$ cat src/rtl/flatten_stream_ctrl.sv
// flatten_stream_ctrl: element-serial sequencer between the max-pool and
// fully-connected layers. Forward passes tag each CHW-raster element with its
// 1D FC index; backward passes tag each 1D gradient with its (ch,row,col).
//
// Handshake: a transfer happens on a rising edge where valid and ready are
// both high; valid never depends on ready, and a held element keeps its
// payload stable until it is taken.
module flatten_stream_ctrl #(
   parameter int WIDTH       = 16,
   parameter int CHANNELS    = 2,
   parameter int DIM3_WIDTH  = 4,
   parameter int DIM3_HEIGHT = 4,
   parameter int DIM1_LENGTH = CHANNELS * DIM3_WIDTH * DIM3_HEIGHT,
   localparam int IW = (DIM1_LENGTH > 1) ? $clog2(DIM1_LENGTH) : 1,
   localparam int CW = (CHANNELS > 1) ? $clog2(CHANNELS) : 1,
   localparam int RW = (DIM3_HEIGHT > 1) ? $clog2(DIM3_HEIGHT) : 1,
   localparam int KW = (DIM3_WIDTH > 1) ? $clog2(DIM3_WIDTH) : 1
) (
   input  logic             clk,
   input  logic             rst_n,
   input  logic             start,
   input  logic             dir,
   input  logic             layout,
   input  logic             abort,
   output logic             busy,
   output logic             done,
   input  logic             in_valid,
   output logic             in_ready,
   input  logic [WIDTH-1:0] in_data,
   output logic             out_valid,
   input  logic             out_ready,
   output logic [WIDTH-1:0] out_data,
   output logic [IW-1:0]    out_idx,
   output logic [CW-1:0]    out_ch,
   output logic [RW-1:0]    out_row,
   output logic [KW-1:0]    out_col,
   output logic [1:0]       fsm_state
);

   typedef enum logic [1:0] {IDLE = 2'd0, RUN = 2'd1, DONE = 2'd2} state_t;

   // Counts run to N inclusive, so they need one bit more than an index.
   localparam int CNTW = IW + 1;
   localparam logic [CNTW-1:0] N_CNT    = CNTW'(DIM1_LENGTH);
   localparam logic [CNTW-1:0] LAST_CNT = CNTW'(DIM1_LENGTH - 1);
   localparam logic [IW-1:0]   W_L      = IW'(DIM3_WIDTH);
   localparam logic [IW-1:0]   C_L      = IW'(CHANNELS);
   localparam logic [IW-1:0]   HW_L     = IW'(DIM3_WIDTH * DIM3_HEIGHT);
   localparam logic [CW-1:0]   CH_LAST  = CW'(CHANNELS - 1);
   localparam logic [RW-1:0]   ROW_LAST = RW'(DIM3_HEIGHT - 1);
   localparam logic [KW-1:0]   COL_LAST = KW'(DIM3_WIDTH - 1);

   state_t          state;
   logic            dir_q;
   logic            layout_q;
   logic [CW-1:0]   in_ch;
   logic [RW-1:0]   in_row;
   logic [KW-1:0]   in_col;
   logic [IW-1:0]   in_idx;
   logic [CNTW-1:0] acc_cnt;
   logic [CNTW-1:0] out_cnt;

   logic            in_fire;
   logic            out_fire;
   logic [IW-1:0]   chw_idx;
   logic [IW-1:0]   hwc_idx;
   logic [IW-1:0]   cur_idx;
   logic [CW-1:0]   nxt_ch;
   logic [RW-1:0]   nxt_row;
   logic [KW-1:0]   nxt_col;

   assign fsm_state = state;
   assign in_ready  = (state == RUN) && (acc_cnt < N_CNT) && (!out_valid || out_ready);
   assign in_fire   = in_valid && in_ready;
   assign out_fire  = out_valid && out_ready;

   // 1D index of the current input coordinate under each flatten layout.
   assign chw_idx = IW'(in_ch) * HW_L + IW'(in_row) * W_L + IW'(in_col);
   assign hwc_idx = (IW'(in_row) * W_L + IW'(in_col)) * C_L + IW'(in_ch);
   assign cur_idx = dir_q ? in_idx : (layout_q ? hwc_idx : chw_idx);

   // Next input coordinate: ch-fastest for backward HWC, col-fastest otherwise.
   always_comb begin
      nxt_ch  = in_ch;
      nxt_row = in_row;
      nxt_col = in_col;
      if (dir_q && layout_q) begin
         if (in_ch == CH_LAST) begin
            nxt_ch = '0;
            if (in_col == COL_LAST) begin
               nxt_col = '0;
               nxt_row = (in_row == ROW_LAST) ? '0 : in_row + RW'(1);
            end else begin
               nxt_col = in_col + KW'(1);
            end
         end else begin
            nxt_ch = in_ch + CW'(1);
         end
      end else begin
         if (in_col == COL_LAST) begin
            nxt_col = '0;
            if (in_row == ROW_LAST) begin
               nxt_row = '0;
               nxt_ch  = (in_ch == CH_LAST) ? '0 : in_ch + CW'(1);
            end else begin
               nxt_row = in_row + RW'(1);
            end
         end else begin
            nxt_col = in_col + KW'(1);
         end
      end
   end

   // Pass sequencing, input counters and the one-entry output register.
   always_ff @(posedge clk or negedge rst_n) begin
      if (!rst_n) begin
         state     <= IDLE;
         busy      <= 1'b0;
         done      <= 1'b0;
         dir_q     <= 1'b0;
         layout_q  <= 1'b0;
         in_ch     <= '0;
         in_row    <= '0;
         in_col    <= '0;
         in_idx    <= '0;
         acc_cnt   <= '0;
         out_cnt   <= '0;
         out_valid <= 1'b0;
         out_data  <= '0;
         out_idx   <= '0;
         out_ch    <= '0;
         out_row   <= '0;
         out_col   <= '0;
      end else begin
         case (state)
            IDLE: begin
               done <= 1'b0;
               if (start) begin
                  state    <= RUN;
                  busy     <= 1'b1;
                  dir_q    <= dir;
                  layout_q <= layout;
                  in_ch    <= '0;
                  in_row   <= '0;
                  in_col   <= '0;
                  in_idx   <= '0;
                  acc_cnt  <= '0;
                  out_cnt  <= '0;
               end
            end
            RUN: begin
               if (abort) begin
                  // Abort wins over any handshake in the same cycle.
                  state     <= IDLE;
                  busy      <= 1'b0;
                  out_valid <= 1'b0;
                  out_data  <= '0;
                  out_idx   <= '0;
                  out_ch    <= '0;
                  out_row   <= '0;
                  out_col   <= '0;
               end else begin
                  if (in_fire) begin
                     out_valid <= 1'b1;
                     out_data  <= in_data;
                     out_idx   <= cur_idx;
                     out_ch    <= in_ch;
                     out_row   <= in_row;
                     out_col   <= in_col;
                     in_ch     <= nxt_ch;
                     in_row    <= nxt_row;
                     in_col    <= nxt_col;
                     in_idx    <= in_idx + IW'(1);
                     acc_cnt   <= acc_cnt + CNTW'(1);
                  end else if (out_fire) begin
                     out_valid <= 1'b0;
                  end
                  if (out_fire) begin
                     out_cnt <= out_cnt + CNTW'(1);
                     if (out_cnt == LAST_CNT) begin
                        state <= DONE;
                        busy  <= 1'b0;
                        done  <= 1'b1;
                     end
                  end
               end
            end
            DONE: begin
               done  <= 1'b0;
               state <= IDLE;
            end
            default: state <= IDLE;
         endcase
      end
   end

endmodule

$ cat config.mk
export PLATFORM = sky130hd
export DESIGN_NAME = flatten_stream_ctrl
export DESIGN_NICKNAME = d
export VERILOG_FILES = /design/src/rtl/flatten_stream_ctrl.sv
export SDC_FILE = /design/constraint.sdc
export NUM_CORES = 1
export LEC_CHECK = 0
export ABC_CLOCK_PERIOD_IN_PS = 2000
export BUFFER_PORTS_ARGS = -buffer_cell sky130_fd_sc_hd__buf_4
export CORE_UTILIZATION = 53
export DETAILED_ROUTE_END_ITERATION = 8
export PLACE_DENSITY = 0.8
export SLEW_MARGIN = 5
export SYNTH_ARGS = -nofsm -noshare
export SYNTH_HDL_FRONTEND = slang
export SYNTH_SLANG_ARGS = --single-unit
$ cat constraint.sdc
create_clock -name clk -period 2 [get_ports clk]
set_input_delay 0.4 -clock clk [delete_from_list [all_inputs] [get_ports clk]]
set_output_delay 0.4 -clock clk [all_outputs]
set_load 0.05 [all_outputs]
=== Word level (Yosys, flattened, before mapping) ===
Index checks and enable logic that the tools add are counted.

* Word-level logic and storage cells: 128
* Register bits: 55
* Input bits: 24
* Output and inout port bits: 32

* $lt $le $gt $ge: 1
* Reduce and logical (&&, ||, !) cells: 23
* Multiplexer cells: 62
* $add $sub $neg: 10
* Eq/ne operators: 15

{| class="wikitable"
|+ Operator list
! cell !! count
|-
| $mux W2 || 20
|-
| $mux W5 || 7
|-
| $mux W16 || 2
|-
| $mux W6 || 5
|-
| $pmux W6 S2 || 2
|-
| $mux W1 || 19
|-
| $reduce_and A4 Y1 || 4
|-
| $add A6 B1 Y6 const B || 2
|-
| $pmux W2 S2 || 3
|-
| $pmux W5 S2 || 1
|-
| $ne A2 B2 Y1 const B || 4
|-
| $eq A2 B2 Y1 const B || 3
|-
| $eq A6 B5 Y1 const B || 1
|-
| $lt A6 B6 Y1 const B || 1
|-
| $ne A3 B1 Y1 const B || 2
|-
| $ne A3 B3 Y1 const B || 2
|-
| $pmux W1 S2 || 3
|-
| $reduce_and A2 Y1 || 3
|-
| $reduce_and A6 Y1 || 1
|-
| $reduce_bool A2 Y1 || 3
|-
| $add A5 B1 Y5 || 1
|-
| $add A5 B1 Y5 const B || 1
|-
| $add A5 B2 Y5 || 1
|-
| $add A5 B4 Y5 || 1
|-
| 14 further kinds || 19
|}

=== Longest topological paths before layout ===
Gate-level depths: netlist (run 1).

* Depth after elaboration: 8
* Depth in mapped cells: 7
* Gate-level depth less buffers: 5

=== Least setup slack after synthesis (run 1) ===
Ideal clock, no wire load.

* Kind: reg-to-output
* Start point: register state[1], in the netlist fsm_state[1]
* End point: output port in_ready
* Required time: 1.600 ns
* Stages on the path, launching flop included: 4
* Arrival: 2.112 ns
* Path slack: -0.512 ns
* Buffers on the path: 1
* Cell sequence: dfrtp_1 -> nand2b_1 -> clkbuf_1 -> nor3_1

* Cells in the longest elaborated chain, start to end: 3

{| class="wikitable"
|+ RTL lines
! element !! RTL line !! source
|-
| start, declared || 53 || <nowiki>state_t state;</nowiki>
|-
| start signal, assigned || 117 || <nowiki>state <= IDLE;</nowiki>
|-
| start signal, assigned || 139 || <nowiki>state <= RUN;</nowiki>
|-
| start signal, assigned || 154 || <nowiki>state <= IDLE;</nowiki>
|-
| $eq A2 B1 Y1 || 73 || <nowiki>assign in_ready = (state == RUN) && (acc_cnt < N_CNT) && (!out_valid || out_ready);</nowiki>
|-
| $logic_and A1 B1 Y1 (2 in series) || 73 ||
|-
| end, declared || 28 || <nowiki>output logic in_ready,</nowiki>
|}

No other way between the ends.

=== Worst setup path after layout (run 1) ===
* Start point: register out_valid
* End point: output port in_ready

* Cells in the longest elaborated chain, start to end: 3

{| class="wikitable"
|+ RTL lines
! element !! RTL line !! source
|-
| start, declared || 30 || <nowiki>output logic out_valid,</nowiki>
|-
| start signal, assigned || 128 || <nowiki>out_valid <= 1'b0;</nowiki>
|-
| start signal, assigned || 156 || <nowiki>out_valid <= 1'b0;</nowiki>
|-
| start signal, assigned || 164 || <nowiki>out_valid <= 1'b1;</nowiki>
|-
| $logic_not A1 Y1 || 73 ||
|-
| $logic_or A1 B1 Y1 || 73 ||
|-
| $logic_and A1 B1 Y1 || 73 ||
|}

No other way between the ends.

==> results.cfg, run 1 <==
[drt]
drt-initial-drc-count = 163
ant_nets = 0
wl_per_cell_um = 15.67
drcViolationCount = 11
via_count = 1907
routed_via_density = 5.693
wirelength_mm = 5.248
dr.pass1.iters = 6

[floorplan]
core_um2 = 4444
start_util_pct = 55.94
num_io_pins = 56
die_area_um2 = 4969
fp.dieW_um = 70.49
dieHeight_um = 70.49
rows = 24

[global_route]
grt_first_pass_wirelength_mm = 8.942
grtUsageTotal_pct = 23.55
grt_overflow_total = 0
antenna_found_initial = 0
grt_pass1_vias = 1824
grt_max_degree = 56

[placed_design]
io_buffers = 55
place_congestion = 0.8249
dpl_cell_area_um2 = 3007
placedCellCount = 327
place_hpwl_mm = 3.802

[layout]
diodes = 0
nets = 311
post_route_cells_drive_above_1_share_pct = 31.80
final_cells = 335
synthToLayoutAreaGrowth_pct = 24.51
final_util_pct = 69.65
design_area_um2 = 3095
nFillCells = 325

[pwr]
power_uw = 2866
power_density_nw_per_um2 = 925.9
ir_drop_uv = 531.0
leakage_uw = 0.001554

[logic_synthesis]
yosysTopAreaCell = dfrtp_1
synth_area_leaders = dfrtp_1 (55%), a22o_1 (8.1%), mux2_2 (5.0%), nand2_1 (3.8%), mux2i_1 (2.8%)
synth_area_um2 = 2486
ys_seq_area_share_pct = 55.36
postSynthAreaPerCell_um2 = 11.35
synthDistinctLibCells = 38
synth_top_area_share_pct = 55.36
postSynthCellCount = 219
yosys_warnings = 0
synth-seq-cells = 55
syn_nets = 248

[worst_setup_path]
cp_cell_sequence = nor2b_1 -> buf_4 -> nor3_4 -> buf_4
crit_buf_inv = 2
criticalPathCategory = reg2out
cp_slowest_cell = dfrtp_1
worstSetupEndpointType = primary output
arrival_ns = 1.50
worstPathMaxFanout = 6
slowest_delay_ns = 0.45
cp_common_cell = buf_4
cp.required_ns = 1.60
startpoint_type = flop
crit_family = flip-flops

[timing]
fin_tns_setup_ns = 0
clock_skew_ns = 0.01141
fmax_mhz = 526.7
drv_slew = 0
finalSetupViolations = 0
max-slew-margin-rel_pct = 51.64
finalCriticalPeriod_ns = 1.898
post-route-period-util_pct = 94.92
rsz0062_at_grt = false
tightest_slew_ns = 0.7221
finalHoldViolations = 0

[clock_tree]
clock_path_buffers = 2
cts_setup_buffers = 0
clock-sinks = 55
cts_buffers = 5
cts_tree = built
htreeDepth = 2
insertion_delay_ns = 0.32
clk_pin_slew_ns = 0.10
clockRootBuffer = clkbuf_8
ctsResizeCount = 0
hold_buffers = 0

[min_path]
hp-class = in2async

[status]
violations = DRC
status = finished, violations left

[job]
max_cap_viol_count = 0
sequential cells by signal (all words and copies together) (netlist names):
name,cells
acc_cnt,6
busy,1
dir_q,1
done,1
fsm_state,2
in_ch,1
in_col,2
in_idx,5
in_row,2
layout_q,1
out_ch,1
out_cnt,6
out_col,2
out_data,16
out_idx,5
out_row,2
out_valid,1
synthesized netlist by cell type (all sizes together):
cell,count
a21oi,2
nand4,1
mux2i,7
nor4b,1
a31oi,2
o211ai,2
nand2b,3
a22o,23
nand3b,1
a21o,1
ha,5
or3,2
or3b,1
o22ai,2
buf,7
nor3,3
clkbuf,4
mux2,11
nor2b,3
xnor2,2
nand2,25
or2,1
a32o,4
nor4,1
nand3,7
dfrtp,55
nor3b,3
and2,3
o41ai,1
nor2,18
a41oi,1
o21ai,16
and3,1
layout make-up:
type                       count  area (um2)  area share [%]
tap                           52       65.06           2.102
clock inverter                 3       20.02          0.6467
timing repair buffer          67       515.5           16.65
sequential                    55        1376           44.46
multi-input combinational    153        1050           33.91
clock buffer                   5       68.82           2.223
metrics by stage:
stage	setup slack [ns]	hold WS (ns)
final	0.1016	0.1152
after floorplan	0.02393	0.1044
after global routing	0.04982	0.1691
after CTS	0.08875	0.1367
after detailed placement	0.1517	0.4840
after global placement	0.1913	0.4701
metal layers:
layer	part of all wire, %	wire [um]	global-route usage (%)
met1	46	2420	32.66
met2	47	2470	36.25
met3	5.0	263	4.185
met4	1.8	93	10.66
met5	0	0	0
path summary, 6_finish.rpt:
check	startpoint	endpoint	slack, ns	depth (start not counted)
hold / removal	rst_n	out_data[10]$_DFFE_PN0P_	0.12	1
hold reg to reg	acc_cnt[2]$_DFFE_PN0P_	acc_cnt[2]$_DFFE_PN0P_	0.50	1
setup / recovery	out_valid$_DFFE_PN0P_	in_ready	0.10	4
min in group clk	dir	dir_q$_DFFE_PN0P_	0.28	3
setup reg to reg	fsm_state[0]$_DFFE_PN0P_	acc_cnt[4]$_DFFE_PN0P_	0.20	5
max in group asynchronous	rst_n	in_idx[4]$_DFFE_PN0P_	1.43	1
logic make-up (layout without fill, tap and decap cells):
| group | count (synthesis) | after routing | synth area share (%) |
|---|---|---|---|
| fa+ha+maj | 5 | 5 | 2.516 |
| xor+xnor | 2 | 2 | 0.7047 |
| flops | 55 | 55 | 55.36 |
| compound gates | 54 | 54 | 16.10 |
| mux | 18 | 18 | 7.801 |
| buf+inv | 11 | 75 | 2.868 |
| simple gates | 74 | 74 | 14.65 |
report_power, final:
group	total, uW	switching [uW]	internal (uW)
clock network	599	355	244
logic	897	558	339
registers	1370	131	1240
total	2870	1040	1820
layout by cell type (no fill, tap or decap), types with 3 or more instances in the layout:
| cell | n |
|---|---|
| and2_1 | 3 |
| nand2b_1 | 3 |
| nor2b_1 | 3 |
| mux2_2 | 11 |
| clkbuf_8 | 5 |
| mux2i_1 | 7 |
| nor2_1 | 18 |
| a32o_1 | 4 |
| buf_4 | 66 |
| dfrtp_1 | 55 |
| a22o_1 | 23 |
| o21ai_0 | 12 |
| nand2_1 | 25 |
| nand3_1 | 7 |
| ha_1 | 5 |
| o21ai_1 | 3 |
| nor3b_1 | 3 |
(Power assumes the default switching activity.)
==> run 2: changes to the inputs <==
--- a/config.mk
+++ b/config.mk
@@ -5,11 +5,12 @@
 export SDC_FILE = /design/constraint.sdc
 export NUM_CORES = 1
 export LEC_CHECK = 0
-export ABC_CLOCK_PERIOD_IN_PS = 2000
+export ABC_CLOCK_PERIOD_IN_PS = 2300
 export BUFFER_PORTS_ARGS = -buffer_cell sky130_fd_sc_hd__buf_4
-export CORE_UTILIZATION = 53
+export CORE_UTILIZATION = 56
 export DETAILED_ROUTE_END_ITERATION = 8
-export PLACE_DENSITY = 0.8
+export PLACE_DENSITY = 0.84
+export SKIP_CTS_REPAIR_TIMING = 1
 export SLEW_MARGIN = 5
 export SYNTH_ARGS = -nofsm -noshare
 export SYNTH_HDL_FRONTEND = slang
==> constraint.sdc (replaced) <==
create_clock -name clk -period 2.3 [get_ports clk]
set_input_delay 0.46 -clock clk [delete_from_list [all_inputs] [get_ports clk]]
set_output_delay 0.46 -clock clk [all_outputs]
set_load 0.05 [all_outputs]
==> results.cfg, run 2 (same netlist as run 1, synthesis figures left out) <==
[drt]
ant_nets = 0
via_count = 1978
dr.pass1.iters = 4
drcViolationCount = 0
routed_via_density = 6.049
wirelength_mm = 5.539
drt-initial-drc-count = 132
wl_per_cell_um = 16.94

[timing]
drv_slew = 0
finalHoldViolations = 0
fin_tns_setup_ns = 0
fin_ws_ns = 0.2275
rsz0062_at_grt = false
tightest_slew_ns = 0.6841
finalSetupViolations = 0
max-slew-margin-rel_pct = 54.39
finalCriticalPeriod_ns = 2.073
fmax_mhz = 482.5
clock_skew_ns = 0.01010
post-route-period-util_pct = 90.11

[pwr]
ir_drop_uv = 423.9
power_density_nw_per_um2 = 832.8
power_uw = 2531
leakage_uw = 0.001529

[worst_setup_path]
cp_cell_sequence = nand2b_1 -> nor3_2 -> buf_4
slowest_delay_ns = 0.47
crit_path_end = in_ready
r2r_slack_ns = 0.48
worstSetupEndpointType = primary output
startpoint_type = flop
arrival_ns = 1.61
criticalPathCategory = reg2out
r2r_start = fsm_state[0]$_DFFE_PN0P_
cp_slowest_cell = dfrtp_1
worstPathMaxFanout = 9
cp-startpoint = fsm_state[1]$_DFFE_PN0P_
cp.required_ns = 1.84
worstReg2RegEnd = acc_cnt[4]$_DFFE_PN0P_
r2r_cells = 5

[clock_tree]
clock-sinks = 55
clock_path_buffers = 2
htreeDepth = 2
cts_buffers = 5
clockRootBuffer = clkbuf_8
cts_tree = built
insertion_delay_ns = 0.32
clk_pin_slew_ns = 0.10

[placed_design]
place_ws_ns = 0.3299
place_hpwl_mm = 3.840
place_congestion = 0.8493
io_buffers = 55

[floorplan]
start_util_pct = 59.99
fp.dieW_um = 68.63
dieHeight_um = 68.63
die_area_um2 = 4710
rows = 23
num_io_pins = 56
core_um2 = 4144

[layout]
final_cell_mix = buf_4 (61), dfrtp_1 (55), nand2_1 (25), a22o_1 (23), nor2_1 (18)
layout_commonest_cell = buf_4
synthToLayoutAreaGrowth_pct = 22.24
largest-register = out_data
reg.largest.list = out_data: 16 flops, acc_cnt: 6 flops, out_cnt: 6 flops
largest_register_ffs = 16
diodes = 0
nets = 305
post_route_cells_drive_above_1_share_pct = 30.32

[global_route]
grtUsageTotal_pct = 25.36
grt_overflow_total = 0
grt_max_degree = 56
grt_first_pass_wirelength_mm = 8.556
grt_pass1_vias = 1792
antenna_found_initial = 0

[job]
max_cap_viol_count = 0

[status]
status = completed

[min_path]
hp-class = in2async
-- run 2: cell type report --
| type | count | area, um2 |
|---|---|---|
| flip-flops and latches | 55 | 1376 |
| fillers | 336 | 1105 |
| multi-input cells | 153 | 1044 |
| repair buffers | 61 | 457.9 |
| clock buffers | 6 | 82.58 |
| well taps | 50 | 62.56 |
| clock inverters | 2 | 16.27 |
-- run 2: layer usage --
layer  GRT usage, %  vias to the layer above  part of all wire [%]
met5              0                        -                     0
met4          10.94                        0                   1.2
met3          3.947                        8                   5.9
met2          40.69                       67                    49
met1          34.01                      988                    44
li1               -                      915                     -
-- run 2: how the worst min path moves through the flow --
stage,to,cells after the start,start
2_1_floorplan,acc_cnt[0]$_DFFE_PN0P_,0,rst_n
3_3_place_gp,busy$_DFFE_PN0P_,1,busy$_DFFE_PN0P_
3_5_place_dp,busy$_DFFE_PN0P_,1,busy$_DFFE_PN0P_
4_1_cts,in_ch$_DFFE_PN0P_,1,rst_n
5_1_grt,out_data[14]$_DFFE_PN0P_,1,rst_n
6_report,acc_cnt[3]$_DFFE_PN0P_,1,rst_n
-- run 2: power by group --
| part | switching, uW | total (uW) | internal, uW |
|---|---|---|---|
| clock | 325 | 571 | 246 |
| sequential | 117 | 1190 | 1080 |
| combinational | 487 | 765 | 278 |
| total | 929 | 2530 | 1600 |
-- run 2: worst max-delay path: cells and delay by family, from the launching register on --
kind,cells,cell delay [ns]
buffers and inverters,1,0.23
flip-flops,1,0.47
AND/OR/NAND/NOR,2,0.60
-- run 2: through the flow --
step / util, % / instances / instance area, um2 / hold WS, ns
6_report: 73.34 / 327 / 3039 / 0.1662
3_3_place_gp: 70.95 / 319 / 2940 / 0.4625
4_1_cts: 73.34 / 327 / 3039 / 0.2042
5_1_grt: 73.34 / 327 / 3039 / 0.2289
3_5_place_dp: 70.95 / 319 / 2940 / 0.4708
2_1_floorplan: - / 219 / 2491 / 0.1644
==> run 3: changes to the inputs <==
--- a/config.mk
+++ b/config.mk
@@ -7,9 +7,12 @@
 export LEC_CHECK = 0
 export ABC_CLOCK_PERIOD_IN_PS = 2300
 export BUFFER_PORTS_ARGS = -buffer_cell sky130_fd_sc_hd__buf_4
-export CORE_UTILIZATION = 56
+export CAP_MARGIN = 20
+export CELL_PAD_IN_SITES_DETAIL_PLACEMENT = 0
+export CELL_PAD_IN_SITES_GLOBAL_PLACEMENT = 1
+export CORE_UTILIZATION = 45
 export DETAILED_ROUTE_END_ITERATION = 8
-export PLACE_DENSITY = 0.84
+export PLACE_DENSITY = 0.86
 export SKIP_CTS_REPAIR_TIMING = 1
 export SLEW_MARGIN = 5
 export SYNTH_ARGS = -nofsm -noshare
==> results.cfg, run 3 (same netlist as run 1, synthesis figures left out) <==
[worst_setup_path]
worstPathMaxFanout = 9
criticalPathCategory = reg2out
startpoint_type = flop
crit_buf_inv = 1
crit_family = simple AND/OR/NAND/NOR gates
cp_cell_sequence = nand2b_1 -> nor3_2 -> buf_4
cp_slowest_cell = dfrtp_1
cp.required_ns = 1.84
slowest_delay_ns = 0.45
worstSetupEndpointType = primary output
arrival_ns = 1.60

[status]
status = completed

[drt]
drt-initial-drc-count = 98
wirelength_mm = 5.333
ant_nets = 0
via_count = 1920
wl_per_cell_um = 15.28
routed_via_density = 5.501
dr.pass1.iters = 4
drcViolationCount = 0

[layout]
largest-register = out_data
nets = 307
diodes = 0
synthToLayoutAreaGrowth_pct = 25.87
reg.largest.list = out_data: 16 flops, acc_cnt: 6 flops, out_cnt: 6 flops
final_cells = 349
seq_area_um2 = 1376
layout_commonest_cell = buf_4
post_route_cells_drive_above_1_share_pct = 30.82
design_area_um2 = 3129
final_cell_mix = buf_4 (62), dfrtp_1 (55), nand2_1 (25), a22o_1 (23), nor2_1 (18)
multi_input_area_um2 = 1044
largest_register_ffs = 16
nFillCells = 480

[placed_design]
place_hpwl_mm = 3.682
io_buffers = 55
place_congestion = 0.7887
place_ws_ns = 0.2833
dpl_cell_area_um2 = 2993
placedCellCount = 341

[timing]
clock_skew_ns = 0.001726
finalSetupViolations = 0
fmax_mhz = 486.2
rsz0062_at_grt = false
fin_ws_ns = 0.2432
max-slew-margin-rel_pct = 48.49
fin_tns_setup_ns = 0
finalHoldViolations = 0
tightest_slew_ns = 0.7690
post-route-period-util_pct = 89.43
finalCriticalPeriod_ns = 2.057
drv_slew = 0

[floorplan]
die_area_um2 = 5826
dieHeight_um = 76.33
fp.dieW_um = 76.33
rows = 26
num_io_pins = 56
core_um2 = 5205
start_util_pct = 47.76

[clock_tree]
clock_path_buffers = 2
clk_pin_slew_ns = 0.10
cts_buffers = 5
htreeDepth = 2
cts_tree = built
insertion_delay_ns = 0.31
clock-sinks = 55
clockRootBuffer = clkbuf_8

[global_route]
grt_first_pass_wirelength_mm = 9.032
antenna_found_initial = 0
grt_max_degree = 56
grt_pass1_vias = 1841
grt_overflow_total = 0
grtUsageTotal_pct = 19.36

[pwr]
power_density_nw_per_um2 = 864.3
leakage_uw = 0.001559
power_uw = 2705
ir_drop_uv = 387.1

[job]
max_cap_viol_count = 0

[min_path]
hp-class = in2async
run 3: layout make-up:
cell class / count / share of cell area [%]
Multi-Input combinational cell: 153 / 33.35
Timing Repair Buffer: 63 / 15.51
Clock buffer: 5 / 2.199
Tap cell: 70 / 2.799
Clock inverter: 3 / 2.159
Sequential cell: 55 / 43.98
run 3: through the flow:
step / utilization, % / hold WS, ns
4_1_cts: 60.12 / 0.2128
5_1_grt: 60.12 / 0.2489
3_5_place_dp: 57.50 / 0.4810
3_3_place_gp: 57.50 / 0.4697
6_report: 60.12 / 0.1776
2_1_floorplan: - / 0.1644
run 3: where the power goes:
group          leakage (uW)  internal, uW  total [uW]  switching (uW)
Sequential         0.000744          1080        1190             112
Combinational      0.000750           285         766             481
Clock             0.0000644           434         750             316
Total               0.00156          1800        2700             909
run 3: metal layers:
layer	GRT usage, %	share of wire [%]	up-vias
met5	0	0	-
met4	4.615	0.90	0
met3	3.952	4.6	5
met2	30.99	48	41
met1	27.05	47	955
li1	-	-	919
run 3: final timing paths:
path / start / end / slack [ns] / depth (start not counted)
worst max-delay path: fsm_state[1]$_DFFE_PN0P_ / in_ready / 0.24 / 3
worst min-delay path: rst_n / acc_cnt[5]$_DFFE_PN0P_ / 0.18 / 1
worst max register to register: fsm_state[0]$_DFFE_PN0P_ / acc_cnt[4]$_DFFE_PN0P_ / 0.46 / 5
worst min register to register: acc_cnt[2]$_DFFE_PN0P_ / acc_cnt[2]$_DFFE_PN0P_ / 0.50 / 1
max in group asynchronous: rst_n / out_valid$_DFFE_PN0P_ / 1.66 / 1
min in group clk: dir / dir_q$_DFFE_PN0P_ / 0.34 / 3
